### src/rtl/if_fetch_queue.sv
// Instruction-fetch stage: owns the fetch PC, issues in-order requests to a
// variable-latency instruction memory and buffers returned words for IF/ID.
module if_fetch_queue #(
    parameter logic [63:0] RESET_PC    = 64'h0,
    parameter int          QUEUE_DEPTH = 4
) (
    input  logic        clk,
    input  logic        rst,
    input  logic        redirect_valid,
    input  logic [63:0] redirect_pc,
    output logic        imem_req_valid,
    output logic [63:0] imem_req_addr,
    input  logic        imem_req_ready,
    input  logic        imem_resp_valid,
    input  logic [31:0] imem_resp_inst,
    output logic        out_valid,
    output logic [63:0] out_pc,
    output logic [63:0] out_pc_plus4,
    output logic [31:0] out_inst,
    input  logic        out_ready
);

    localparam int PW = $clog2(QUEUE_DEPTH);
    localparam int CW = PW + 1;
    localparam int DW = $clog2(2 * QUEUE_DEPTH) + 1;

    logic [63:0]            fetch_pc;
    logic [63:0]            q_pc     [QUEUE_DEPTH];
    logic [31:0]            q_inst   [QUEUE_DEPTH];
    logic [QUEUE_DEPTH-1:0] q_filled;
    logic [PW-1:0]          head_ptr;
    logic [PW-1:0]          tail_ptr;
    logic [PW-1:0]          fill_ptr;
    logic [CW-1:0]          count;
    logic [CW-1:0]          unfilled_cnt;
    logic [DW-1:0]          drop_cnt;

    logic                   req_fire;
    logic                   pop;
    logic                   resp_drop;
    logic                   resp_fill;
    logic                   resp_consumed;
    logic [63:0]            redirect_target;
    logic [DW:0]            drop_sum;
    logic [DW-1:0]          drop_next;

    // Handshakes: a transfer happens on a cycle where valid && ready are both
    // high at the rising edge; valid never depends combinationally on ready.
    // Responses carry no ready and must be accepted whenever they arrive.
    assign imem_req_valid = !rst && !redirect_valid && (count < CW'(QUEUE_DEPTH));
    assign imem_req_addr  = fetch_pc;
    assign req_fire       = imem_req_valid && imem_req_ready;

    assign out_valid    = (count != '0) && q_filled[head_ptr];
    assign out_pc       = q_pc[head_ptr];
    assign out_inst     = q_inst[head_ptr];
    assign out_pc_plus4 = out_pc + 64'd4;
    assign pop          = out_valid && out_ready && !redirect_valid;

    // Words for requests made before a redirect are owed to drop_cnt first.
    assign resp_drop       = imem_resp_valid && (drop_cnt != '0);
    assign resp_fill       = imem_resp_valid && (drop_cnt == '0) && (unfilled_cnt != '0);
    assign resp_consumed   = resp_drop || resp_fill;
    assign redirect_target = redirect_pc & ~64'h3;

    always_comb begin
        drop_sum = ({1'b0, drop_cnt} + (DW + 1)'(unfilled_cnt))
                   - (DW + 1)'(resp_consumed);
        drop_next = drop_sum[DW] ? '1 : drop_sum[DW-1:0];
    end

    always_ff @(posedge clk or posedge rst) begin
        if (rst) begin
            fetch_pc     <= RESET_PC;
            head_ptr     <= '0;
            tail_ptr     <= '0;
            fill_ptr     <= '0;
            count        <= '0;
            unfilled_cnt <= '0;
            drop_cnt     <= '0;
        end else if (redirect_valid) begin
            fetch_pc     <= redirect_target;
            head_ptr     <= '0;
            tail_ptr     <= '0;
            fill_ptr     <= '0;
            count        <= '0;
            unfilled_cnt <= '0;
            drop_cnt     <= drop_next;
        end else begin
            if (req_fire) begin
                tail_ptr <= tail_ptr + PW'(1);
                fetch_pc <= fetch_pc + 64'd4;
            end
            if (pop) begin
                head_ptr <= head_ptr + PW'(1);
            end
            if (resp_fill) begin
                fill_ptr <= fill_ptr + PW'(1);
            end
            if (resp_drop) begin
                drop_cnt <= drop_cnt - DW'(1);
            end
            case ({req_fire, pop})
                2'b10:   count <= count + CW'(1);
                2'b01:   count <= count - CW'(1);
                default: count <= count;
            endcase
            case ({req_fire, resp_fill})
                2'b10:   unfilled_cnt <= unfilled_cnt + CW'(1);
                2'b01:   unfilled_cnt <= unfilled_cnt - CW'(1);
                default: unfilled_cnt <= unfilled_cnt;
            endcase
        end
    end

    // Entry storage; a redirect only rewinds pointers, stale contents are harmless.
    always_ff @(posedge clk or posedge rst) begin
        if (rst) begin
            for (int i = 0; i < QUEUE_DEPTH; i++) begin
                q_pc[i]   <= '0;
                q_inst[i] <= '0;
            end
            q_filled <= '0;
        end else if (!redirect_valid) begin
            if (req_fire) begin
                q_pc[tail_ptr]     <= fetch_pc;
                q_filled[tail_ptr] <= 1'b0;
            end
            if (resp_fill) begin
                q_inst[fill_ptr]   <= imem_resp_inst;
                q_filled[fill_ptr] <= 1'b1;
            end
        end
    end

    resp_has_owner: assert property (@(posedge clk) disable iff (rst)
        imem_resp_valid |-> (drop_cnt != '0 || unfilled_cnt != '0));

    count_in_range: assert property (@(posedge clk) disable iff (rst)
        (count <= CW'(QUEUE_DEPTH)) && (unfilled_cnt <= count));

endmodule
### config.mk
export PLATFORM = sky130hd
export DESIGN_NAME = if_fetch_queue
export DESIGN_NICKNAME = d
export VERILOG_FILES = /design/src/rtl/if_fetch_queue.sv
export SDC_FILE = /design/constraint.sdc
export NUM_CORES = 1
export LEC_CHECK = 0
export CAP_MARGIN = 20
export CORE_MARGIN = 2
export CORE_UTILIZATION = 35
export DETAILED_ROUTE_END_ITERATION = 8
export PLACE_DENSITY = 0.61
export SETUP_SLACK_MARGIN = 0.02
export SYNTH_ARGS = -nofsm -noshare
export SYNTH_HDL_FRONTEND = slang
export SYNTH_SLANG_ARGS = --single-unit
### constraint.sdc
create_clock -name clk -period 20.3 [get_ports clk]
set_input_delay 6.09 -clock clk [delete_from_list [all_inputs] [get_ports clk]]
set_output_delay 6.09 -clock clk [all_outputs]
set_load 0.005 [all_outputs]
==> impl_results.md, run 1 <==
* Fin crit period at 13.49 ns
* Worst setup path end: imem_req_valid
* Setup_tns at 0 ns
* Global route overflow at 0
* Largest stage delay, worst path at 0.55 ns
* Post-synth EDFFs at 0
* Adder-Cell Fraction of Synth Area at 0.0133
* Met2 GRT Util at 0.315
* Post-CTS sizing at 0
* Setup bufs post-CTS at 0
* Rows at 92
* Ys async rst share at 1.00
* Worst rel slew slack at 0.275
* R2R Setup Slk at 16.78 ns
* Reg2Reg Depth at 9
* Post-synthesis simple-gate area fraction at 0.0877
* First-pass GRT wire length at 95.9 mm
* Final WL at 61.8 mm
* Cell Count, Final, Fillers Out at 2,889
* Hold_buf cts at 0
* Core box area at 0.0632 mm2
* R2r startpoint: head_ptr[0]
* Mean Syn Cell Area at 13.0 um2
* Clock sinks at 458
* Cells after Synth at 1,721
* Share of layout cells above drive strength 1 at 0.276
* Longest Clk Path Bufs at 3
* Most used cell, CP: clkdlybuf4s50_1
* Fmax at 74.1 MHz
* Critical Path Start: rst
* WP data required at 14.21 ns
* DRT iter0 DRCs at 924
* Max Slew Vio Count at 0
* Worst VDD drop at 0.0608 mV
* Max cap viols at 0
* CTS Root Cell: clkbuf_16
* Cells after DPL at 2,794
* DR WL/cell at 21.4 um
* Multiplexer share of the synthesized area at 0.284
* Crit path max fanout at 4
* Slowest-stage cell, CP: clkdlybuf4s50_1
* Power Density at 90.4 mW/mm2
* Final setup vio count at 0
* Initial Util at 0.355
* Final net count at 2,128
* GRT Total Usage at 0.187
* HPWL Detailed at 41.3 mm
* Setup crit end kind: output port
* Setup slack after placement at 6.82 ns
* CTS tree: built
* Pwr Total at 2540 uW
* Fin crit share at 0.664
* Routability cong. at 0.782
* Final hold vios at 0
* Post-route setup slack at 6.81 ns
* Main combinational cell family by area after synthesis: multiplexers
* Cell area after layout at 0.0281 mm2
* GRT busiest layer: met2
* Vias in the first global route at 15,800
* 1st-pass router iterations at 5
* Pin count of the biggest net entering global routing at 137
* Post-Synth XOR/XNOR Area at 0.0515
* RSZ-0062 raised after global routing: false
* Outcome: completed
* Antenna Nets Post-Route at 0
* Critical path class: input pin to output port
* Vias/cell at 5.19
* FF-to-FF End: count[2]
* CP Launch Type: input pin
* Met3 Track Usage GR at 0.0368
* Worst-margin pin slew at 1.09 ns
* Htree depth at 2
* Inserted Clock Buffers at 51
* Die area at 0.0661 mm2
* Io pins at 328
* Ys flop type: dfrtp_1
* Via count at 15,000
* Worst-Skew Late Latency at 0.59 ns
* Met1 Track Usage GR at 0.236
* CP cell instances: clkdlybuf4s50_1 -> nor3_1 -> clkdlybuf4s50_1
* Worst Skew at 0.0253 ns
* Cell area after synthesis at 0.0224 mm2
* Die Ht at 257 um
* Clock Pin Slew Worst Setup and Hold Paths at 0.06 ns
* Register bit total from synthesis at 458
* Worst hold path class: flop to flop
* Synth warn at 0
* Number of port buffers at 319
* Die Span X at 257 um
* Placement Cell Area at 0.0264 mm2
* ANT cells at 0
* Synth cell types at 51
* Critical path data arrival time at 7.40 ns
* Post-synthesis compound-gate area fraction at 0.0222
* Post-route DRC at 0
* Register area share after synthesis at 0.511
* Initial antenna violation count at 3
* Pleak at 0.0123 uW
* Area growth syn-to-layout at 25.2%
worst min path at each step:
stage	start	endpoint	slack, ns	cells after the start
final	q_filled[3]	q_filled[3]	0.48	2
after global routing	q_filled[0]	q_filled[0]	0.50	2
after CTS	q_filled[0]	q_filled[0]	0.48	2
after detailed placement	q_filled[0]	q_filled[0]	0.46	2
after global placement	q_pc[27]	q_pc[27]	0.45	2
after floorplan	q_filled[2]	q_filled[2]	0.44	2
cell usage after synthesis (19+ instances only):
cell      instances  area, um2
dfrtp_1         458      11500
mux2_2          364       4100
nand2_1         160        601
xnor2_1          82        718
clkbuf_1         81        304
mux4_2           78       1760
o21ai_0          72        360
nor2_1           55        206
xor2_1           50        438
nand3_1          46        230
inv_1            35        131
nand4_1          33        206
nor3_1           28        140
ha_1             19        238
worst max-delay path, delay by kind of cell:
family / cells / cell delay [ns]
buffers and inverters: 2 / 1.08
and+or+nand+nor: 1 / 0.23
metal layers:
| layer | vias to the layer above | wire [um] |
|---|---|---|
| met4 | 4 | 2370 |
| met2 | 378 | 30400 |
| met5 | - | 30 |
| met3 | 102 | 3310 |
| li1 | 6765 | - |
| met1 | 7750 | 25700 |
layout make-up:
cell class	instances	area (um2)
Clock buffer	79	1530
Clock inverter	13	138
Fill cell	5722	35100
Inverter	35	139
Multi-Input combinational cell	1114	10300
Sequential cell	458	11500
Tap cell	846	1060
Timing Repair Buffer	344	3410
registers in the layout (all words and copies together), names as in the netlist:
name and flops:
count 3, unfilled_cnt 3, imem_req_addr 62, tail_ptr 2, q_filled 4, drop_cnt 4, fill_ptr 2, q_inst 128
q_pc 248, head_ptr 2
through the flow:
stage          utilization  hold WS [ns]
2_1_floorplan            -         0.442
3_3_place_gp         0.417         0.454
3_5_place_dp         0.417         0.462
4_1_cts              0.444         0.478
5_1_grt              0.445         0.505
6_report             0.445         0.476
report_power, final:
| part | internal [uW] | total [uW] | switching (uW) |
|---|---|---|---|
| sequential | 1010 | 1080 | 72.5 |
| clock | 543 | 924 | 381 |
| combinational | 310 | 530 | 220 |
| total | 1870 | 2540 | 673 |
cells by family (layout without fill, tap and decap cells):
kind of cell	count (synthesis)	count (layout)
mux	465	465
flops	458	458
simple gates	397	397
buf+inv	154	471
xor+xnor	132	132
compound gates	92	92
fa+ha+maj	22	22
other cells	1	6
cell usage in the layout, fill, tap and decap left out, drive strengths merged, types with 2 or more instances in the layout:
cell and instances:
ha 19, clkbuf 79, nand2 160, inv 36, o311ai 3, mux2i 6
mux2 364, bufinv 2, a21oi 5, nor3 29, nand2b 2, nand4 34
nor3b 2, and4 14, o21ai 72, xor2 50, nor2 55, clkinv 10
a31oi 4, nand3 47, conb 6, or3 6, nor2b 2, mux4 95
clkdlybuf4s50 318, and3 12, xnor2 82, nor4 21, buf 26, and2 8
fa 3, dfrtp 458, a21o 2, o211ai 2
Note: power is estimated with default switching activity, not from simulation.
==> inputs of run 2 (changes only) <==
==> constraint.sdc (replaced) <==
create_clock -name clk -period 13.04 [get_ports clk]
set_input_delay 3.912 -clock clk [delete_from_list [all_inputs] [get_ports clk]]
set_output_delay 3.912 -clock clk [all_outputs]
set_load 0.005 [all_outputs]
==> run 2 against run 1 <==
Compared with the run above: clock power up 68%; non-clock buffer count up 2; flip-flop and latch count unchanged; wire length down 0.48%; setup slack worse by 2.9 ns; via count up 0.58%; register-to-register slack worse by 7.5 ns; sequential power up 56%; power up 60%; utilization up 0.38 points; highest routed layer unchanged.
==> impl_results.md, run 2 (same netlist as run 1, synthesis figures left out) <==
* DR WL/cell at 21.2 um
* R2R Setup Slk at 9.29 ns
* Crit-path leading delay family: buffers and inverters
* Cell Count, Final, Fillers Out at 2,897
* Setup bufs post-CTS at 0
* Worst VDD drop at 0.100 mV
* Clock sinks at 458
* Final hold vios at 0
* Worst-margin pin slew at 1.11 ns
* Die Ht at 257 um
* Initial Util at 0.355
* Fmax at 110 MHz
* HP Start: q_pc[182]
* Clock network power share at 0.382
* CTS tree: built
* GRT Total Usage at 0.184
* P_int at 3000 uW
* Clock Pin Slew Worst Setup and Hold Paths at 0.05 ns
* WP data required at 9.13 ns
* Pin count of the biggest net entering global routing at 139
* Max Slew Vio Count at 0
* Hold worst-path end: q_pc[182]
* Post-route DRC at 0
* Reported net switching power at 1060 uW
* Antenna Nets Post-Route at 0
* CP Launch Type: input pin
* Max cap viols at 0
* Hold_buf cts at 0
* Max FFs per register at 248
* Fin crit period at 9.10 ns
* Most common cell after layout, fill and taps aside: dfrtp_1
* Worst rel slew slack at 0.259
* Reg2Reg Depth at 9
* Post-CTS sizing at 0
* Rows at 92
* Crit path max fanout at 90
* Biggest register: q_pc
* FF-to-FF End: count[2]
* First-pass GRT wire length at 95.3 mm
* Power Density at 144 mW/mm2
* Worst hold path class: flop to flop
* Part of the power in registers at 0.416
* CP cell instances: buf_4 -> nor3_1 -> clkdlybuf4s50_1
* CTS Root Cell: clkbuf_16
* Hold path cells at 2
* R2r startpoint: head_ptr[0]
* Htree depth at 2
* Final WL at 61.5 mm
* Logic pwr share at 0.202
* Share of layout cells above drive strength 1 at 0.278
* 1st-pass router iterations at 6
* Io pins at 328
* DRT iter0 DRCs at 830
* Fillers at 5,708
* Critical path data arrival time at 5.19 ns
* Area growth syn-to-layout at 26.3%
* Cells after DPL at 2,794
* Number of port buffers at 319
* Placement Cell Area at 0.0264 mm2
* Core box area at 0.0632 mm2
* Fin crit share at 0.698
* Hold slack final at 0.477 ns
* Inserted Clock Buffers at 52
* Sw frac at 0.261
* RSZ-0062 raised after global routing: false
* Setup_tns at 0 ns
* Vias in the first global route at 15,600
* Longest Clk Path Bufs at 3
* Pleak at 0.0124 uW
* Final net count at 2,131
* Final setup vio count at 0
* Slowest-stage cell, CP: buf_4
* Setup crit end kind: output port
* Die area at 0.0661 mm2
* Via count at 15,100
* Worst Skew at 0.0151 ns
* Outcome: completed
* Cell area after layout at 0.0283 mm2
* Most frequent cells in the layout: 456 x dfrtp_1, 364 x mux2_2, 318 x clkdlybuf4s50_1
* Vias/cell at 5.21
* Die Span X at 257 um
* Critical path class: input pin to output port
* Initial antenna violation count at 3
* Largest stage delay, worst path at 0.65 ns
* Worst-Skew Late Latency at 0.60 ns
* Routability cong. at 0.800
* Worst Path Buf+Inv at 2
* HPWL Detailed at 41.3 mm
* Global route overflow at 0
run 2: routing by layer:
| metal | GRT usage | vias up | part of all wire |
|---|---|---|---|
| li1 | - | 6750 | - |
| met1 | 0.234 | 7863 | 0.42 |
| met2 | 0.318 | 373 | 0.50 |
| met3 | 0.0354 | 96 | 0.053 |
| met4 | 0.0589 | 4 | 0.028 |
| met5 | 0 | - | 0.00044 |
run 2: power groups by stage:
stage                     logic (uW)  clock network, uW  registers [uW]
after floorplan                  443                  0            1670
after detailed placement         825                  0            1710
after global placement           811                  0            1700
after global routing             887               1660            1710
after CTS                        828               1600            1690
final                            820               1550            1690
run 2: area by class of cell:
cell class              count  area (um2)  share of cell area
clock buffers              74        1460              0.0517
inverters                  35         135             0.00477
diodes                      1        2.50           0.0000883
multi-input cells        1114       10300               0.365
flip-flops and latches    458       11500               0.405
well taps                 846        1060              0.0374
clock inverters            23         364              0.0129
repair buffers            346        3490               0.123
run 2: metrics by stage:
| stage | total power (uW) | util | setup slack, ns |
|---|---|---|---|
| 3_3_place_gp | 2510 | 0.417 | 3.90 |
| 3_5_place_dp | 2540 | 0.417 | 3.90 |
| 5_1_grt | 4260 | 0.448 | 3.64 |
| 4_1_cts | 4110 | 0.446 | 3.39 |
| 2_1_floorplan | 2110 | - | 2.93 |
| 6_report | 4070 | 0.448 | 3.94 |
run 2: worst reg2reg max path, cell delays in order (launching register included):
cell and delay (ns):
dfrtp_4 1.06, buf_4 0.73, mux4_2 0.65, o31a_1 0.16, nand3_1 0.13, nor2_1 0.07
fa_1 0.42, mux2i_1 0.19, xnor2_1 0.14, nor2_1 0.05
run 2: worst max-delay path by stage:
stage / depth (start not counted) / startpoint / endpoint / slack, ns
after CTS: 8 / head_ptr[0] / out_pc_plus4[48] / 3.39
after detailed placement: 3 / redirect_valid / imem_req_valid / 3.90
after floorplan: 1 / rst / count[0] / 2.93
after global routing: 8 / head_ptr[0] / out_pc_plus4[61] / 3.64
final: 3 / redirect_valid / imem_req_valid / 3.94
after global placement: 3 / redirect_valid / imem_req_valid / 3.90
==> inputs of run 3 (changes only) <==
--- a/config.mk
+++ b/config.mk
@@ -9,7 +9,7 @@
 export CORE_MARGIN = 2
 export CORE_UTILIZATION = 35
 export DETAILED_ROUTE_END_ITERATION = 8
-export PLACE_DENSITY = 0.61
+export PLACE_DENSITY = 0.63
 export SETUP_SLACK_MARGIN = 0.02
 export SYNTH_ARGS = -nofsm -noshare
 export SYNTH_HDL_FRONTEND = slang
==> constraint.sdc (replaced) <==
create_clock -name clk -period 8.15 [get_ports clk]
set_input_delay 2.445 -clock clk [delete_from_list [all_inputs] [get_ports clk]]
set_output_delay 2.445 -clock clk [all_outputs]
set_load 0.005 [all_outputs]
==> run 3 against run 2 <==
Compared with the run above: critical path depth rose by 5; register-to-register slack got worse by 4.4 ns; non-clock buffer count decreased by 2; global-route usage is 0.060 points higher; die area unchanged; cell count decreased by 0.28%; power rose by 58%; combinational power is 61% higher; design area fell by 0.42%; via count about the same; critical path type is now flop to output port.
==> impl_results.md, run 3 (same netlist as run 1, synthesis figures left out) <==
* Outcome: completed
* Final hold vios at 0
* Fin crit period at 7.16 ns
* Hold_buf cts at 0
* Worst VDD drop at 0.150 mV
* RSZ-0062 raised after global routing: false
* Worst Skew at 0.0248 ns
* Cells after DPL at 2,794
* Io pins at 328
* Share of layout cells above drive strength 1 at 0.278
* Critical Path Start: head_ptr[1]
* R2R Setup Slk at 4.90 ns
* Global route overflow at 0
* First-pass GRT wire length at 95.3 mm
* Fmax at 140 MHz
* R2r startpoint: head_ptr[0]
* Vias in the first global route at 15,900
* Crit-path leading delay family: simple AND/OR/NAND/NOR gates
* WP data required at 5.71 ns
* Area growth syn-to-layout at 25.8%
* Pin count of the biggest net entering global routing at 195
* Final setup vio count at 0
* Clock Pin Slew Worst Setup and Hold Paths at 0.06 ns
* CTS Root Cell: clkbuf_16
* Crit path max fanout at 48
* Most used cell, CP: nand3_1
* Die Span X at 257 um
* Vias/cell at 5.22
* Most frequent cells in the layout: 456 x dfrtp_1, 364 x mux2_2, 318 x clkdlybuf4s50_1
* Most common cell after layout, fill and taps aside: dfrtp_1
* Critical path class: flop to output port
* Biggest register: q_pc
* Setup crit end kind: output port
* Number of port buffers at 319
* Initial Util at 0.355
* Final net count at 2,128
* CP cell instances: buf_4 -> mux4_2 -> nand3_1 -> or3_1 -> nor3_2 -> nand3_1 -> xnor2_1 -> clkdlybuf4s50_1
* Htree depth at 2
* CTS tree: built
* Cell Count, Final, Fillers Out at 2,889
* FF-to-FF End: count[2]
* Fillers at 5,643
* Power Density at 228 mW/mm2
* Largest stage delay, worst path at 0.99 ns
* Routability cong. at 0.819
* CP Launch Type: flop
* Pleak at 0.0124 uW
* Core box area at 0.0632 mm2
* Worst setup path end: out_pc_plus4[54]
* Initial antenna violation count at 4
* Pwr Total at 6430 uW
* Slowest-stage cell, CP: dfrtp_4
* Max cap viols at 0
* 1st-pass router iterations at 5
* GRT Total Usage at 0.185
* Inserted Clock Buffers at 51
* Antenna Nets Post-Route at 0
* Max Slew Vio Count at 0
* Post-route DRC at 0
* Total stage count of the critical path at 8
* Via count at 15,100
* Max FFs per register at 248
* Die area at 0.0661 mm2
* Worst rel slew slack at 0.107
* Reg2Reg Depth at 9
* Worst hold path class: flop to flop
* Worst-Skew Late Latency at 0.60 ns
* Critical path data arrival time at 4.71 ns
* Longest Clk Path Bufs at 3
* DR WL/cell at 21.4 um
* HPWL Detailed at 41.5 mm
* Setup bufs post-CTS at 0
* Rows at 92
* Fin crit share at 0.878
* Post-CTS sizing at 0
* DRT iter0 DRCs at 899
* Final WL at 61.8 mm
* Worst-margin pin slew at 1.34 ns
* Combined area of the multi-input logic cells at 0.0103 mm2
* Register area at 0.0115 mm2
* Clock sinks at 458
* Die Ht at 257 um
* Worst Path Buf+Inv at 2
-- run 3: layout make-up --
type / instances / share of cell area
clock buffer: 71 / 0.0522
clock inverter: 20 / 0.0102
antenna: 1 / 0.0000887
multi-input combinational: 1114 / 0.367
tap: 846 / 0.0375
inverter: 35 / 0.00479
timing repair buffer: 344 / 0.122
sequential: 458 / 0.407
-- run 3: worst min-delay path by stage --
stage | start | endpoint | depth (start not counted)
2_1_floorplan | q_filled[2] | q_filled[2] | 2
3_3_place_gp | q_pc[91] | q_pc[91] | 2
3_5_place_dp | q_filled[2] | q_filled[2] | 2
4_1_cts | q_filled[2] | q_filled[2] | 2
5_1_grt | q_filled[2] | q_filled[2] | 2
6_report | q_filled[2] | q_filled[2] | 2
-- run 3: layer usage --
layer / GRT usage / vias up / share of wire
li1: - / 6745 / -
met1: 0.233 / 7860 / 0.42
met2: 0.307 / 364 / 0.49
met3: 0.0400 / 122 / 0.053
met4: 0.0793 / 4 / 0.041
met5: 0 / - / 0.00040
-- run 3: power by group --
part,switching [uW],internal [uW]
combinational,545,771
sequential,185,2520
clock,959,1450
-- run 3: worst reg2reg max path: stages (launching register included) --
cell     delay (ns)
dfrtp_4        0.66
buf_4          0.67
mux4_2         0.63
o31a_1         0.16
nand3_1        0.14
nor2_1         0.07
fa_1           0.41
mux2i_1        0.20
xnor2_1        0.14
nor2_1         0.06
-- run 3: metrics by stage --
step / utilization / setup slack, ns / setup TNS, ns / instance area [um2] / hold WS, ns
6_report: 0.446 / 0.992 / 0 / 28200 / 0.471
3_5_place_dp: 0.418 / 1.26 / 0 / 26400 / 0.458
5_1_grt: 0.446 / 0.710 / 0 / 28200 / 0.487
4_1_cts: 0.445 / 0.607 / 0 / 28100 / 0.473
2_1_floorplan: - / -0.492 / -225.34 / 22500 / 0.442
3_3_place_gp: 0.417 / 1.29 / 0 / 26400 / 0.454
==> edit 1, RTL diff (flow settings as in run 1) <==
Set the parameter `QUEUE_DEPTH` to 8 (it was 4).
--- a/src/rtl/if_fetch_queue.sv
+++ b/src/rtl/if_fetch_queue.sv
@@ -2,7 +2,7 @@
 // variable-latency instruction memory and buffers returned words for IF/ID.
 module if_fetch_queue #(
     parameter logic [63:0] RESET_PC    = 64'h0,
-    parameter int          QUEUE_DEPTH = 4
+    parameter int          QUEUE_DEPTH = 8
 ) (
     input  logic        clk,
     input  logic        rst,
Function: not settled (the Yosys comparison gave no result); the edit may change what the design does.
==> edit 1 against run 1 <==
  * Clock skew rose by 0.014 ns
  * Power grew 72%
  * Worst setup slack better by 0.063 ns
  * Synthesized area is 82% higher
  * Sequential cell count is 386 higher
  * Combinational power is 25% higher
  * Wire length is 82% higher
  * Via count grew 67%
  * Non-clock buffer count is 28 higher
  * Cell area grew 73%
  * Critical endpoint unchanged
==> edit 1: results (changes against run 1) <==
| Metric | Value |
|---|---|
| Outcome | `completed (unchanged)` |
| Worst R2R Setup Slack | `15.84 ns (was 16.78 ns)` |
| Drt initial violations | `1,352 (was 924)` |
| Met3 wire len | `6.66 mm (was 3.31 mm)` |
| Routed WL | `112 mm (was 61.8 mm)` |
| GR Util All Layers | `18.7% (about the same)` |
| Compound-cell area share of the yosys netlist | `1.71% (was 2.22%)` |
| Largest net degree at the start of global routing | `176 (was 137)` |
| Synth Area in XOR/XNOR | `2.96% (was 5.15%)` |
| M3 GR Usage | `4.57% (was 3.68%)` |
| Yosys cell types | `78 (was 51)` |
| First-pass GRT wire length | `170 mm (was 95.9 mm)` |
| Pre-CTS setup slack | `6.88 ns (was 6.82 ns)` |
| Skew-Pair Late Insertion Delay | `0.68 ns (was 0.59 ns)` |
| Fillers | `10,700 (was 5,722)` |
| DPL Wire Length | `69.9 mm (was 41.3 mm)` |
| Top cells by area, synth | `dfrtp_1 52%, mux2_2 23%, mux4_2 6.9% (was dfrtp_1 51%, mux2_2 18%, mux4_2 7.8%)` |
| R2R cell count | `12 (was 9)` |
| Reg-to-reg startpoint | `head_ptr[2]$_DFFE_PP0P_ (was head_ptr[0]$_DFFE_PP0P_)` |
| Tightest Pin Transition | `1.13 ns (was 1.09 ns)` |
| Fmax | `74.5 MHz (was 74.1 MHz)` |
| Power Density | `89.7 mW/mm^2 (was 90.4 mW/mm^2)` |
| Met1 usage | `24.4% (was 23.6%)` |
| Placer Congestion | `0.782 (about the same)` |
| Initial antenna violation count | `11 (was 3)` |
| Final nets | `3,244 (was 2,128)` |
| Worst Path Arrival | `7.33 ns (was 7.40 ns)` |
| Setup Skew | `0.0396 ns (was 0.0253 ns)` |
| Met1 wire length | `49.1 mm (was 25.7 mm)` |
| Max reg flops | `496 (was 248)` |
| Reg-to-Reg End | `count[3]$_DFFE_PP0P_ (was count[2]$_DFFE_PP0P_)` |
| Sequential-to-total area share from yosys stat | `51.7% (was 51.1%)` |
| Total CTS buffers | `96 (was 51)` |
| Worst hold path startpoint | `q_pc[469]$_DFFE_PP0P_ (was q_filled[3]$_DFFE_PP0N_)` |
| Placed inst area | `0.0453 sq mm (was 0.0264 sq mm)` |
| H-tree depth | `3 (was 2)` |
| Vias in the first global route | `26,100 (was 15,800)` |
| Hold EP | `q_pc[469]$_DFFE_PP0P_ (was q_filled[3]$_DFFE_PP0N_)` |
[edit 1: power by group]
group	internal (W)	leakage (nW)	switching, W	total, W
Sequential	0.00179	11.5	0.0000915	0.00188
Combinational	0.000363	9.23	0.000303	0.000665
Clock	0.00109	1.64	0.000734	0.00182
[edit 1: cell type report]
cell class | instances | share of cell area (%)
diodes | 3 | 0.0154
clock buffers | 131 | 5.62
clock inverters | 46 | 1.24
inverters | 46 | 0.362
multi-input cells | 1759 | 37.9
flip-flops and latches | 844 | 43.4
well taps | 1524 | 3.92
repair buffers | 372 | 7.55
[edit 1: metrics by stage]
stage	hold WS, ns	instances
after floorplan	0.442	2874
after global placement	0.457	4542
after detailed placement	0.464	4542
after CTS	0.479	4719
after global routing	0.499	4722
final	0.478	4725
[edit 1: worst max-delay path, stage by stage]
cell and delay, ns:
clkdlybuf4s50_1 0.50, nor3_1 0.21, clkdlybuf4s50_1 0.53
==> edit 2, RTL diff (flow settings as in run 1) <==
Without the edit above. Reset style: synchronous (`rst`), changed in 2 clocked blocks.
--- a/src/rtl/if_fetch_queue.sv
+++ b/src/rtl/if_fetch_queue.sv
@@ -69,7 +69,7 @@
         drop_next = drop_sum[DW] ? '1 : drop_sum[DW-1:0];
     end
 
-    always_ff @(posedge clk or posedge rst) begin
+    always_ff @(posedge clk) begin
         if (rst) begin
             fetch_pc     <= RESET_PC;
             head_ptr     <= '0;
@@ -114,7 +114,7 @@
     end
 
     // Entry storage; a redirect only rewinds pointers, stale contents are harmless.
-    always_ff @(posedge clk or posedge rst) begin
+    always_ff @(posedge clk) begin
         if (rst) begin
             for (int i = 0; i < QUEUE_DEPTH; i++) begin
                 q_pc[i]   <= '0;
Behaviour: differs if rst is asserted again (counterexample within 4 cycles, from zero or initial values and one cycle with rst high); with rst held inactive, the same outputs for 4 cycles.
==> edit 2 against run 1 <==
  * Cell area rose by 0.25%
  * Synthesized area is 0.76% higher
  * Sequential share of layout area up 5.3 points
  * Sequential cell count rose by 2
  * Wire length is 11% higher
  * Via count rose by 5.2%
  * Worst setup slack got worse by 0.65 ns
  * Critical endpoint unchanged
Power is not compared: it rests on default switching activity, and its combinational part moved more than twofold at a synthesized area within 25%.
==> edit 2: results (changes against run 1) <==
| Metric | Value |
|---|---|
| M3 GR Usage | `4.56% (was 3.68%)` |
| DPL Wire Length | `43.0 mm (was 41.3 mm)` |
| WL/cell | `23.2 microns (was 21.4 microns)` |
| Sequential-to-total area share from yosys stat | `57.4% (was 51.1%)` |
| Met1 wire length | `28.4 mm (was 25.7 mm)` |
| CP Max Fanout | `72 (was 4)` |
| Number of flops mapped to enable cells by yosys | `376 (was 0)` |
| Most used flip-flop cell after synthesis | `edfxtp_1 (was dfrtp_1)` |
| Initial antenna violation count | `2 (was 3)` |
| Met2 Resource Use GR | `33.4% (was 31.5%)` |
| Met3 wire len | `5.43 mm (was 3.31 mm)` |
| First-pass GRT wire length | `102 mm (was 95.9 mm)` |
| Post-DR vias/cell | `5.37 (was 5.19)` |
| Met2 WL | `32.4 mm (was 30.4 mm)` |
| Worst IR Drop VDD | `0.0000679 V` |
| Top cells by area, synth | `edfxtp_1 50%, mux4_2 9.5%, dfxtp_1 7.4% (was dfrtp_1 51%, mux2_2 18%, mux4_2 7.8%)` |
| Drt initial violations | `1,363 (was 924)` |
| Max-slew headroom | `30.3% (was 27.5%)` |
| Setup Skew | `0.0258 ns (was 0.0253 ns)` |
| Worst Path Arrival | `8.05 ns (was 7.40 ns)` |
| Layout cells sized above 1 | `12.4% (was 27.6%)` |
| Maxcap violations | `0 (unchanged)` |
| Ys async rst share | `0% (was 100%)` |
| GR Util All Layers | `20.2% (was 18.7%)` |
| Largest net degree at the start of global routing | `73 (was 137)` |
| Syn avg cell area | `12.7 sq um (was 13.0 sq um)` |
| Post-Place Cells | `2,844 (was 2,794)` |
| Met1 usage | `26.5% (was 23.6%)` |
| Total number of vias | `15,800 (was 15,000)` |
| Yosys cell types | `70 (was 51)` |
| Outcome | `completed (unchanged)` |
| Pre-CTS setup slack | `6.20 ns (was 6.82 ns)` |
| Final nets | `2,168 (was 2,128)` |
| Post-synth top cells | `376 x edfxtp_1, 265 x and2_1, 111 x and3_1 (was 458 x dfrtp_1, 364 x mux2_2, 160 x nand2_1)` |
| Comb group | `0.000224 W` |
| Worst hold path type | `reg2reg (unchanged)` |
-- edit 2: area by class of cell --
| cell class | instances | share of cell area [%] |
|---|---|---|
| timing repair buffer | 341 | 11.9 |
| clock inverter | 27 | 1.24 |
| antenna | 1 | 0.00889 |
| inverter | 47 | 0.626 |
| sequential | 460 | 46.1 |
| clock buffer | 69 | 4.88 |
| multi-input combinational | 1141 | 31.5 |
| tap | 855 | 3.80 |
-- edit 2: cell families (layout without fill, tap and decap cells) --
group / count (synthesis) / after routing / synth area share (%)
simple gates: 767 / 767 / 19.7
flops: 460 / 460 / 57.4
buf+inv: 179 / 484 / 3.85
compound gates: 146 / 146 / 4.10
xor+xnor: 101 / 101 / 3.91
mux: 97 / 97 / 9.56
fa+ha+maj: 24 / 24 / 1.43
other cells: 1 / 7 / 0.0166
-- edit 2: worst max-delay path, cell delays in order --
cell and delay (ns):
buf_2 0.08, buf_4 0.69, or2_2 0.51, nor2_1 0.10, clkdlybuf4s50_1 0.52
-- edit 2: metrics by stage --
step | area, sq um | hold WS, ns
final | 28200 | 0.493
after global routing | 28200 | 0.515
after CTS | 28200 | 0.497
after detailed placement | 26400 | 0.485
after global placement | 26400 | 0.470
after floorplan | 22600 | 0.459
-- edit 2: final timing paths --
check / from / endpoint / slack [ns] / cells after the start
max: rst / imem_req_valid / 6.16 / 5
min: unfilled_cnt[1]$_SDFFE_PP0P_ / unfilled_cnt[1]$_SDFFE_PP0P_ / 0.49 / 2
max reg2reg: count[2]$_SDFFE_PP0P_ / q_pc[0][50]$_SDFFCE_PN0P_ / 16.38 / 8
min reg2reg: unfilled_cnt[1]$_SDFFE_PP0P_ / unfilled_cnt[1]$_SDFFE_PP0P_ / 0.49 / 2
